[config.mk]
export PLATFORM = sky130hd
export DESIGN_NAME = led_pwm_core
export DESIGN_NICKNAME = d
export VERILOG_FILES = /design/src/rtl/led_pwm_core.sv
export SDC_FILE = /design/constraint.sdc
export NUM_CORES = 1
export LEC_CHECK = 0
export ABC_AREA = 1
export CAP_MARGIN = 20
export CORE_MARGIN = 3
export CORE_UTILIZATION = 65
export DETAILED_ROUTE_END_ITERATION = 8
export PLACE_DENSITY_LB_ADDON = 0.08
export SYNTH_ARGS = -nofsm -noshare
export SYNTH_HDL_FRONTEND = slang
export SYNTH_SLANG_ARGS = --single-unit
[constraint.sdc]
create_clock -name clk -period 7 [get_ports clk]
set_clock_uncertainty 0.05 [all_clocks]
set_input_delay 1.05 -clock clk [delete_from_list [all_inputs] [get_ports clk]]
set_output_delay 1.05 -clock clk [all_outputs]
set_load 0.1 [all_outputs]
[src/rtl/led_pwm_core.sv]
// Soft RGB PWM / blink / breathe engine with an 8-bit register-write interface.
// Replaces the hard LEDDA primitive; all outputs are registered.
module led_pwm_core (
    input  logic       clk,
    input  logic       rst,
    input  logic       cs,
    input  logic       we,
    input  logic [3:0] addr,
    input  logic [7:0] din,
    output logic [7:0] dout,
    input  logic       exe,
    output logic [2:0] pwm_out,
    output logic       led_on
);

    typedef enum logic {
        ST_OFF = 1'b0,
        ST_ON  = 1'b1
    } blink_t;

    localparam logic [3:0] A_DUTYR  = 4'h0;
    localparam logic [3:0] A_DUTYG  = 4'h1;
    localparam logic [3:0] A_DUTYB  = 4'h2;
    localparam logic [3:0] A_PRESCL = 4'h3;
    localparam logic [3:0] A_PRESCH = 4'h4;
    localparam logic [3:0] A_ONR    = 4'h5;
    localparam logic [3:0] A_OFR    = 4'h6;
    localparam logic [3:0] A_BCR    = 4'h7;
    localparam logic [3:0] A_STATUS = 4'h8;

    // Register file
    logic [2:0][7:0] duty;
    logic [9:0]      presc;
    logic [7:0]      onr;
    logic [7:0]      ofr;
    logic            bre_en;
    logic [3:0]      step;

    // Engine state
    logic [9:0]      pcnt;
    logic [7:0]      cnt;
    logic [7:0]      fcnt;
    logic [7:0]      b;
    logic [2:0][7:0] eff;
    blink_t          state;

    // Next-period values, consumed only at a period end
    blink_t          state_nx;
    logic [7:0]      fcnt_nx;
    logic [7:0]      b_nx;
    logic [2:0][7:0] eff_nx;
    logic [8:0]      fcnt_inc;
    logic [8:0]      b_sum;
    logic [7:0]      rd_data;

    logic tick;
    logic pe;
    logic wr_en;
    logic rd_en;

    assign wr_en = cs & we;
    assign rd_en = cs & ~we;
    assign tick  = (pcnt >= presc);
    assign pe    = tick && (cnt == 8'hFF);

    // ------------------------------------------------------------------
    // Register writes
    // ------------------------------------------------------------------
    // NOTE: register contents are architecturally visible and must read 0x00
    // after reset, so this small register file is reset unlike a RAM would be.
    always_ff @(posedge clk or negedge rst) begin
        if (!rst) begin
            duty   <= '0;
            presc  <= '0;
            onr    <= '0;
            ofr    <= '0;
            bre_en <= 1'b0;
            step   <= '0;
        end else if (wr_en) begin
            case (addr)
                A_DUTYR:  duty[0]     <= din;
                A_DUTYG:  duty[1]     <= din;
                A_DUTYB:  duty[2]     <= din;
                A_PRESCL: presc[7:0]  <= din;
                A_PRESCH: presc[9:8]  <= din[1:0];
                A_ONR:    onr         <= din;
                A_OFR:    ofr         <= din;
                A_BCR: begin
                    bre_en <= din[7];
                    step   <= din[3:0];
                end
                default: ;
            endcase
        end
    end

    // ------------------------------------------------------------------
    // Register reads, one cycle of latency
    // ------------------------------------------------------------------
    // NOTE: every variable assigned in an always_comb gets a default first so
    // no path leaves it unassigned and no latch is inferred.
    always_comb begin
        rd_data = 8'h00;
        case (addr)
            A_DUTYR:  rd_data = duty[0];
            A_DUTYG:  rd_data = duty[1];
            A_DUTYB:  rd_data = duty[2];
            A_PRESCL: rd_data = presc[7:0];
            A_PRESCH: rd_data = {6'b0, presc[9:8]};
            A_ONR:    rd_data = onr;
            A_OFR:    rd_data = ofr;
            A_BCR:    rd_data = {bre_en, 3'b0, step};
            A_STATUS: rd_data = {6'b0, (b != 8'h00), led_on};
            default:  rd_data = 8'h00;
        endcase
    end

    always_ff @(posedge clk or negedge rst) begin
        if (!rst) begin
            dout <= 8'h00;
        end else if (rd_en) begin
            dout <= rd_data;
        end
    end

    // ------------------------------------------------------------------
    // Period-end decisions: blink state, breathe level, effective duties
    // ------------------------------------------------------------------
    always_comb begin
        fcnt_inc = {1'b0, fcnt} + 9'd1;
        state_nx = state;
        fcnt_nx  = fcnt_inc[7:0];

        if (state == ST_ON) begin
            if ((ofr != 8'h00) && (fcnt_inc >= {1'b0, onr})) begin
                state_nx = ST_OFF;
                fcnt_nx  = 8'h00;
            end
        end else begin
            if ((onr != 8'h00) && (fcnt_inc >= {1'b0, ofr})) begin
                state_nx = ST_ON;
                fcnt_nx  = 8'h00;
            end
        end

        // Breathe level ramps toward 255 while ON and toward 0 while OFF
        b_sum = {1'b0, b} + {5'b0, step};
        if (state_nx == ST_ON) begin
            b_nx = b_sum[8] ? 8'hFF : b_sum[7:0];
        end else begin
            b_nx = (b > {4'b0, step}) ? (b - {4'b0, step}) : 8'h00;
        end

        eff_nx = '0;
        for (int i = 0; i < 3; i++) begin
            if (bre_en) begin
                eff_nx[i] = 8'((16'(duty[i]) * 16'(b_nx)) >> 8);
            end else if (state_nx == ST_ON) begin
                eff_nx[i] = duty[i];
            end
        end
    end

    // ------------------------------------------------------------------
    // Prescaler, PWM counter, blink FSM and registered outputs
    // ------------------------------------------------------------------
    // NOTE: sequential state uses non-blocking assignments so every register
    // samples the pre-edge values, matching the flops that get built.
    always_ff @(posedge clk or negedge rst) begin
        if (!rst) begin
            pcnt    <= '0;
            cnt     <= '0;
            fcnt    <= '0;
            b       <= '0;
            eff     <= '0;
            state   <= ST_OFF;
            pwm_out <= '0;
            led_on  <= 1'b0;
        end else if (!exe) begin
            // cnt parked at 255 makes the first tick after exe rises a period end
            pcnt    <= '0;
            cnt     <= 8'hFF;
            fcnt    <= '0;
            b       <= '0;
            eff     <= '0;
            state   <= ((onr == 8'h00) && (ofr != 8'h00)) ? ST_OFF : ST_ON;
            pwm_out <= '0;
            led_on  <= 1'b0;
        end else begin
            pcnt <= tick ? 10'd0 : pcnt + 10'd1;
            if (tick) begin
                cnt <= cnt + 8'd1;
            end
            if (pe) begin
                state <= state_nx;
                fcnt  <= fcnt_nx;
                b     <= b_nx;
                eff   <= eff_nx;
            end
            for (int i = 0; i < 3; i++) begin
                pwm_out[i] <= (cnt < eff[i]);
            end
            led_on <= (state == ST_ON);
        end
    end

endmodule

==> flow_metrics.py <==
metrics = {
    "die": {
        "ioPinCount": 29,
        "start_util_pct": 67.0,
        "fp.dieH_um": 149,
        "rows": 51,
        "core_um2": 19700,
        "die_area_um2": 22100,
        "die_w_um": 149,
    },
    "clock_tree": {
        "clock_path_buffers": 2,
        "cts.sinks": 126,
        "worstSkewPairLatency_ns": 0.44,
        "hold_buffers": 0,
        "htreeDepth": 4,
        "cts.clk_slew.worst_paths_ns": 0.07,
        "cts_root_buffer": "clkbuf_16",
        "cts_tree": "done",
        "cts_buffers": 17,
    },
    "logic_synthesis": {
        "synth.distinct_cells": 45,
        "syn_nets": 2001,
        "synth_area_um2": 13200,
        "async_flop_share_pct": 100,
        "synth-edff-count": 0,
        "syn_inst": 1720,
        "ys_warn_count": 0,
        "yosysSeqAreaShare_pct": 23.9,
        "syn_area_per_cell_um2": 7.68,
        "ys.flop_type": "dfrtp_1",
        "ys_ff_latch": 126,
    },
    "critical_path": {
        "crit_path_start_kind": "register",
        "critPathMaxStageDelay_ns": 0.54,
        "worstPathRequired_ns": 7.23,
        "critPathMaxFanout": 7,
        "crit_top_cell": "nand2_1",
        "critical_path_class": "register to register",
        "critPathArrivalTime_ns": 6.92,
        "cp_slowest_cell": "fa_1",
        "worst_setup_path_end_kind": "register",
    },
    "placement": {
        "port_buffers": 28,
        "dpl.hpwl_um": 27500,
        "placed_cells_incl_taps": 1996,
        "place_area_um2": 13800,
        "gp_congestion": 0.976,
    },
    "sta": {
        "min_period_over_period_pct": 95.7,
        "setup_violations": 0,
        "worst_slew_pin_slew_ns": 0.992,
        "hold_viol": 0,
        "period_minus_slack_ns": 6.70,
        "max_freq_mhz": 149,
        "drv_slew": 0,
        "setup_tns_ns": 0,
        "slew_headroom_pct": 33.7,
    },
    "routing": {
        "drtAntennaViolNets": 0,
        "drtPass1Iterations": 6,
        "vias": 12000,
        "viasPerCell": 5.87,
        "drt-total-wl_um": 37100,
        "drc": 0,
        "drt_iter0_markers": 1265,
        "wl_per_cell_um": 18.2,
    },
    "grt": {
        "grt_usage_pct": 34.5,
        "grt.overflow.total": 0,
        "antenna_found_initial": 0,
        "grt_pass1_vias": 12000,
        "grt_max_degree": 68,
        "grt_pass1_wl_um": 60400,
    },
    "final_layout": {
        "instances_no_fill": 2038,
        "area_growth_pct": 11.0,
        "drive_gt1_share_pct": 7.11,
        "fin_nets": 2041,
        "design_area_um2": 14700,
        "insertedDiodeCount": 0,
    },
    "flow_run": {
        "maxCapViolCount": 0,
    },
    "power": {
        "ir_drop_mv": 0.211,
        "cellPowerDensity_nw_per_um2": 323,
        "p_leak_uw": 0.00758,
    },
    "hold_path": {
        "hold_class": "register to register",
    },
    "outcome": {
        "outcome": "completed",
    },
}
kinds of logic (layout without fill, tap and decap cells):
kind of cell / Yosys count / in the layout / share of synthesized area (%)
flip-flops: 126 / 126 / 23.9
adder cells (fa/ha/maj): 264 / 264 / 31.1
buffers and inverters: 344 / 397 / 9.82
multiplexers: 2 / 2 / 0.170
AO/OA/AOI/OAI: 294 / 294 / 12.7
XOR/XNOR: 14 / 14 / 0.928
AND/OR/NAND/NOR: 676 / 676 / 21.5
Yosys cell counts (all sizes together) (4+ instances only):
| library cell | count | area, µm² |
|---|---|---|
| buf | 7 | 32.5 |
| dfrtp | 126 | 3150 |
| nor4 | 6 | 37.5 |
| o21bai | 5 | 37.5 |
| a221oi | 6 | 52.6 |
| ha | 157 | 1960 |
| nor3b | 4 | 30.0 |
| o22ai | 24 | 150 |
| a21o | 6 | 45.0 |
| clkbuf | 25 | 93.8 |
| nand3 | 67 | 350 |
| o41ai | 4 | 35.0 |
| o211ai | 5 | 37.5 |
| a2111oi | 5 | 43.8 |
| inv | 305 | 1140 |
| a21boi | 6 | 45.0 |
| xor2 | 11 | 96.3 |
| nand2 | 346 | 1350 |
| o21ai | 150 | 762 |
| nor2 | 223 | 892 |
| clkinv | 7 | 26.3 |
| nand4 | 9 | 56.3 |
| nor3 | 19 | 111 |
| a21oi | 67 | 335 |
| a31oi | 5 | 37.5 |
| fa | 107 | 2140 |
area by class of cell:
cell class | count | area (µm²)
flip-flops and latches | 126 | 3150
clock buffers | 19 | 433
multi-input cells | 1250 | 8950
fillers | 1541 | 5040
well taps | 265 | 332
inverters | 312 | 1180
clock inverters | 13 | 106
repair buffers | 53 | 518
flip-flops by register name (all words and copies together) (netlist names):
| signal | flops |
|---|---|
| b | 8 |
| bre_en | 1 |
| cnt | 8 |
| dout | 8 |
| duty | 24 |
| eff | 24 |
| fcnt | 8 |
| led_on | 1 |
| ofr | 8 |
| onr | 8 |
| pcnt | 10 |
| presc | 10 |
| pwm_out | 3 |
| state | 1 |
| step | 4 |
final timing paths:
kind | start | endpoint | slack [ns] | cells past startpoint
setup reg to reg | fcnt[0] | eff[22] | 0.30 | 36
setup / recovery | fcnt[0] | eff[22] | 0.30 | 36
hold reg to reg | eff[13] | eff[13] | 0.43 | 2
hold / removal | eff[13] | eff[13] | 0.43 | 2
max in group asynchronous | rst | eff[7] | 4.83 | 2
min in group asynchronous | rst | b[3] | 0.67 | 1
critical path, delay by kind of cell, from the launching register on:
kind | cells | cell delay (ns)
adder cells (fa/ha/maj) | 7 | 2.97
AND/OR/NAND/NOR | 18 | 1.49
AO/OA/AOI/OAI | 5 | 0.96
buffers and inverters | 5 | 0.46
flip-flops | 1 | 0.44
XOR/XNOR | 1 | 0.18
cells in the final DEF (no fill, tap or decap), drive strengths merged:
master and n:
clkinvlp 3, o221ai 3, ha 157, a31o 3, xnor2 3, clkinv 11, o21bai 5, mux2 2
fa 107, nor4 6, nor3 19, a21boi 6, nand3b 2, clkbuf 19, a31oi 5, inv 311
nand4 9, o2111ai 2, xor2 11, dfrtp 126, clkdlybuf4s50 27, nor2 223, nand3 67, o41ai 4
a21o 6, o22ai 24, a21oi 67, nor3b 4, o21ai 150, o211ai 5, buf 26, a221oi 6
nand2 346, a2111oi 5, o31ai 3
report_power, final:
part,internal [µW],total (µW),switching [µW]
clock,460,846,386
sequential,810,900,89.9
combinational,1040,2990,1950
total,2310,4740,2420
through the flow:
stage	setup WS, ns	hold WS [ns]	utilization [%]	power, µW
after global placement	0.306	0.412	70.2	3530
after detailed placement	-0.00150	0.415	70.2	3620
after floorplan	0.622	0.393	-	2860
after global routing	-0.0790	0.447	74.4	5130
after CTS	0.00509	0.431	72.9	4480
final	0.304	0.427	74.4	4740
per-layer routing:
metal  part of all wire [%]  vias up  wire, µm  global-route usage (%)
met5                      0        -         0                       0
met4                    3.6        0      1330                    13.3
met3                    8.6       88      3180                    5.61
met2                     47      575     17600                    56.4
met1                     41     5691     15100                    46.5
li1                       -     5612         -                       -
repair_timing:
item | CTS | global route
resized for setup | 0 | 48
setup endpoints to repair | 0 | 23
setup buffers | 0 | 10
No activity file was read; power rests on OpenSTA's default activity.
==> edit 1: new RTL, same flow settings <==
Register the output `pwm_out` once more, with the module's reset; this adds one clock of latency there. The other outputs are not delayed to match.
--- a/src/rtl/led_pwm_core.sv
+++ b/src/rtl/led_pwm_core.sv
@@ -27,6 +27,8 @@
     localparam logic [3:0] A_OFR    = 4'h6;
     localparam logic [3:0] A_BCR    = 4'h7;
     localparam logic [3:0] A_STATUS = 4'h8;
+
+    logic [2:0] pwm_s0;
 
     // Register file
     logic [2:0][7:0] duty;
@@ -174,7 +176,7 @@
             b       <= '0;
             eff     <= '0;
             state   <= ST_OFF;
-            pwm_out <= '0;
+            pwm_s0 <= '0;
             led_on  <= 1'b0;
         end else if (!exe) begin
             // cnt parked at 255 makes the first tick after exe rises a period end
@@ -184,7 +186,7 @@
             b       <= '0;
             eff     <= '0;
             state   <= ((onr == 8'h00) && (ofr != 8'h00)) ? ST_OFF : ST_ON;
-            pwm_out <= '0;
+            pwm_s0 <= '0;
             led_on  <= 1'b0;
         end else begin
             pcnt <= tick ? 10'd0 : pcnt + 10'd1;
@@ -198,11 +200,19 @@
                 eff   <= eff_nx;
             end
             for (int i = 0; i < 3; i++) begin
-                pwm_out[i] <= (cnt < eff[i]);
+                pwm_s0[i] <= (cnt < eff[i]);
             end
             led_on <= (state == ST_ON);
         end
     end
 
+    always_ff @(posedge clk or negedge rst) begin
+        if (!rst) begin
+            pwm_out <= '0;
+        end else begin
+            pwm_out <= pwm_s0;
+        end
+    end
+
 endmodule
 
Formal check against the unedited RTL: not equivalent (a bounded check fails within 4 cycles, from zero or initial values and one cycle with rst low).
==> edit 1 against the unedited design <==
Count of clock-buffer cells in the layout increased by 1; maximum frequency rose by 0.64%; design area about the same; total power down 0.10%; worst setup slack improved by 0.043 ns; area after synthesis up 0.80%; global-route usage is 0.17 points higher; critical path type unchanged; via count is 0.72% higher; routed wire length shrank 0.37%; worst hold slack got worse by 0.13 ns; sequential share of layout area rose by 0.51 points; critical path depth fell by 1; sequential cell count increased by 3; largest cell class unchanged.
==> edit 1: results (changes against the unedited design) <==
DR WL/cell: 18.2 um (about the same)
Place WS: 0.0486 ns (was -0.00150 ns)
DR vias: 12100 (was 12000)
met1 Use GR: 46.0% (was 46.5%)
met2 wire length: 17.2 mm (was 17.6 mm)
Routed WL: 37.0 mm (was 37.1 mm)
GP Congestion: 0.976 (about the same)
met3 wire length: 3.15 mm (was 3.18 mm)
Total GRT Usage: 34.7% (was 34.5%)
largest net degree at the start of global routing: 76 (was 68)
Clock Tree Buf Depth: 2 (unchanged)
post-synth top area share: 24.2% (was 23.9%)
top post-synthesis cells by area: dfrtp_1, fa_1, ha_1, nand2_1, inv_1 (unchanged)
post-synthesis adder-cell area fraction: 30.8% (was 31.1%)
Worst EP arrival: 6.90 ns (was 6.92 ns)
clock network fraction of total power: 19.5% (was 17.9%)
first-pass GRT wire length: 60.7 mm (was 60.4 mm)
syn avg cell area: 7.74 sq um (was 7.68 sq um)
clk slew on worst S/H paths: 0.07 ns (about the same)
warnings from Yosys: 0 (unchanged)
post-synthesis xor/xnor area fraction: 0.855% (was 0.928%)
Switching Share: 50.3% (was 51.2%)
Critical Path Fanout Max: 11 (was 7)
share of layout cells above drive strength 1: 6.06% (was 7.11%)
post-synthesis sequential area ratio: 24.2% (was 23.9%)
Met1 Routed Length: 15.2 mm (was 15.1 mm)
DRT iter0 DRCs: 1060 (was 1265)
compound-gate portion of the synthesized area: 12.8% (was 12.7%)
Post-synth top cells: nand2_1, inv_1, nor2_1 (unchanged)
P_seq: 0.000920 W (was 0.000900 W)
post-synthesis mux area share: 0.254% (was 0.170%)
routing usage on met2: 56.9% (was 56.4%)
GR met3 Demand/Resource: 6.08% (was 5.61%)
count of cell types in the netlist: 49 (was 45)
Pleak: 7.62 nW (was 7.58 nW)
DPL Wire Length: 27.7 mm (was 27.5 mm)
drt first pass iters: 5 (was 6)
Max-slew headroom: 33.1% (was 33.7%)
clk root buf: clkbuf_16 (unchanged)
placed cell count: 1995 (was 1996)
worst-case reg-to-reg path depth: 35 (was 36)
status: completed (unchanged)
VDD IR max: 0.213 mV (was 0.211 mV)
hold path depth: 0 (was 2)
==> edit 1: worst max-delay path: cells and delay by family (launching register included) <==
family	cells	cell delay, ns
xor+xnor	1	0.19
buf+inv	6	0.56
compound gates	5	0.89
flops	1	0.41
fa+ha+maj	7	2.94
simple gates	16	1.45
==> edit 1: cell type report <==
| cell class | count | area [sq um] |
|---|---|---|
| multi-input cells | 1246 | 8890 |
| fillers | 1583 | 5110 |
| flip-flops and latches | 129 | 3230 |
| inverters | 314 | 1180 |
| clock buffers | 20 | 457 |
| repair buffers | 46 | 452 |
| well taps | 265 | 332 |
| clock inverters | 10 | 126 |
==> edit 1: path summary, 6_finish.rpt <==
kind / to / slack, ns / startpoint
setup / recovery: eff[22] / 0.35 / fcnt[0]
hold / removal: pwm_out[2] / 0.30 / pwm_s0[2]
setup reg to reg: eff[22] / 0.35 / fcnt[0]
hold reg to reg: pwm_out[2] / 0.30 / pwm_s0[2]
max in group asynchronous: dout[5] / 5.04 / rst
min in group asynchronous: b[3] / 0.53 / rst
==> edit 1: cells by family after synthesis <==
| logic type | after synthesis |
|---|---|
| buffers and inverters | 347 |
| adders and majority gates | 264 |
| xor gates and xnor gates | 13 |
| and+or+nand+nor | 669 |
| DFF | 129 |
| AOI/OAI and AO/OA | 297 |
| muxes | 3 |
==> edit 1: metrics by stage <==
step                      instance area [sq um]  total power [W]
after floorplan                           13300          0.00291
after global placement                    13900          0.00355
after detailed placement                  13900          0.00364
after CTS                                 14500          0.00458
after global routing                      14700          0.00515
final                                     14700          0.00473
==> edit 1: timing repair <==
item / in CTS / in global routing
gates resized for setup: 0 / 32
setup buffers: 0 / 5
endpoints found under the setup margin: 0 / 22
==> edit 2: new RTL, config.mk and constraints unchanged <==
Made on the original files. Register the inputs `cs`, `we`, `addr`, `din` and `exe` before use, cleared by the reset. The logic sees them one clock later.
--- a/src/rtl/led_pwm_core.sv
+++ b/src/rtl/led_pwm_core.sv
@@ -28,6 +28,28 @@
     localparam logic [3:0] A_BCR    = 4'h7;
     localparam logic [3:0] A_STATUS = 4'h8;
 
+    logic cs_q;
+    logic we_q;
+    logic [3:0] addr_q;
+    logic [7:0] din_q;
+    logic exe_q;
+
+    always_ff @(posedge clk or negedge rst) begin
+        if (!rst) begin
+            cs_q   <= '0;
+            we_q   <= '0;
+            addr_q <= '0;
+            din_q  <= '0;
+            exe_q  <= '0;
+        end else begin
+            cs_q   <= cs;
+            we_q   <= we;
+            addr_q <= addr;
+            din_q  <= din;
+            exe_q  <= exe;
+        end
+    end
+
     // Register file
     logic [2:0][7:0] duty;
     logic [9:0]      presc;
@@ -58,8 +80,8 @@
     logic wr_en;
     logic rd_en;
 
-    assign wr_en = cs & we;
-    assign rd_en = cs & ~we;
+    assign wr_en = cs_q & we_q;
+    assign rd_en = cs_q & ~we_q;
     assign tick  = (pcnt >= presc);
     assign pe    = tick && (cnt == 8'hFF);
 
@@ -77,17 +99,17 @@
             bre_en <= 1'b0;
             step   <= '0;
         end else if (wr_en) begin
-            case (addr)
-                A_DUTYR:  duty[0]     <= din;
-                A_DUTYG:  duty[1]     <= din;
-                A_DUTYB:  duty[2]     <= din;
-                A_PRESCL: presc[7:0]  <= din;
-                A_PRESCH: presc[9:8]  <= din[1:0];
-                A_ONR:    onr         <= din;
-                A_OFR:    ofr         <= din;
+            case (addr_q)
+                A_DUTYR:  duty[0]     <= din_q;
+                A_DUTYG:  duty[1]     <= din_q;
+                A_DUTYB:  duty[2]     <= din_q;
+                A_PRESCL: presc[7:0]  <= din_q;
+                A_PRESCH: presc[9:8]  <= din_q[1:0];
+                A_ONR:    onr         <= din_q;
+                A_OFR:    ofr         <= din_q;
                 A_BCR: begin
-                    bre_en <= din[7];
-                    step   <= din[3:0];
+                    bre_en <= din_q[7];
+                    step   <= din_q[3:0];
                 end
                 default: ;
             endcase
@@ -101,7 +123,7 @@
     // no path leaves it unassigned and no latch is inferred.
     always_comb begin
         rd_data = 8'h00;
-        case (addr)
+        case (addr_q)
             A_DUTYR:  rd_data = duty[0];
             A_DUTYG:  rd_data = duty[1];
             A_DUTYB:  rd_data = duty[2];
@@ -176,7 +198,7 @@
             state   <= ST_OFF;
             pwm_out <= '0;
             led_on  <= 1'b0;
-        end else if (!exe) begin
+        end else if (!exe_q) begin
             // cnt parked at 255 makes the first tick after exe rises a period end
             pcnt    <= '0;
             cnt     <= 8'hFF;
Function: changed (Yosys sat finds a counterexample within 4 cycles, from zero or initial values and one cycle with rst low).
==> edit 2 against the unedited design <==
Area after synthesis grew 3.3%; worst setup slack lost 0.0047 ns; critical endpoint is now eff[0]; design area grew 2.0%; total power grew 21%; sequential power grew 18%; routed wire length grew 5.1%; synthesized cell count grew 0.99%; sequential cell count grew 15.
==> edit 2: results (changes against the unedited design) <==
status: completed (unchanged)
VDD IR max: 0.208 mV (was 0.211 mV)
DR vias: 12100 (was 12000)
Hold Startpoint: eff[18] (was eff[13])
top post-synthesis cells by area: dfrtp_1, fa_1, ha_1, nand2_1, inv_1 (unchanged)
fill count: 1636 (was 1541)
buffering overhead: 2.94% (was 3.53%)
worst-case reg-to-reg path depth: 35 (was 36)
post-synthesis mux area share: 0.165% (was 0.170%)
Final Cycle Share: 95.7% (about the same)
Area after DPL: 14300 sq um (was 13800 sq um)
register area: 3530 sq um (was 3150 sq um)
Worst EP arrival: 6.96 ns (was 6.92 ns)
Pleak: 7.77 nW (was 7.58 nW)
CTS sink cnt: 141 (was 126)
DPL Wire Length: 30.1 mm (was 27.5 mm)
fin util: 73.2% (was 74.4%)
reg-to-reg endpoint: eff[0] (was eff[22])
Routed WL: 39.0 mm (was 37.1 mm)
multi-input logic area: 8870 sq um (was 8950 sq um)
clock buffers: 20 (was 19)
# nets final: 2050 (was 2041)
Post-synth top cells: nand2_1, inv_1, nor2_1 (unchanged)
post-synthesis sequential area ratio: 25.9% (was 23.9%)
Finished Cell Area: 15000 sq um (was 14700 sq um)
Tightest Pin Transition: 1.15 ns (was 0.992 ns)
share of layout cells above drive strength 1: 7.07% (was 7.11%)
non-clock inverter count: 322 (was 312)
count of cell types in the netlist: 49 (was 45)
first-pass GRT wire length: 62.0 mm (was 60.4 mm)
Post-Syn Nets: 2018 (was 2001)
post-synthesis xor/xnor area fraction: 1.09% (was 0.928%)
## edit 2: cell types whose count changed after synthesis, sizes merged, moves of 4 or more
cell and change:
dfrtp +15, buf +12, clkbuf -11, inv +9, o22ai +9, nand2 -8, nor2 -6, o31ai +5
a21oi -4
## edit 2: per-layer routing
layer | global-route usage [%] | share of wire (%) | vias to the layer above
met5 | 0 | 0 | -
met4 | 18.8 | 5.3 | 0
met3 | 7.84 | 8.2 | 142
met2 | 56.7 | 46 | 555
met1 | 45.5 | 40 | 5748
li1 | - | - | 5631
## edit 2: report_power, final
part / leakage [nW] / internal (W) / switching, W
clock network: 0.271 / 0.000510 / 0.000392
logic: 5.66 / 0.00128 / 0.00249
registers: 1.84 / 0.000930 / 0.000132
## edit 2: logic make-up (layout without fill, tap and decap cells)
kind of cell	after synthesis	after routing
compound gates	294	294
xor+xnor	17	17
fa+ha+maj	264	264
buf+inv	355	399
flops	141	141
mux	2	2
other cells	0	1
simple gates	664	664
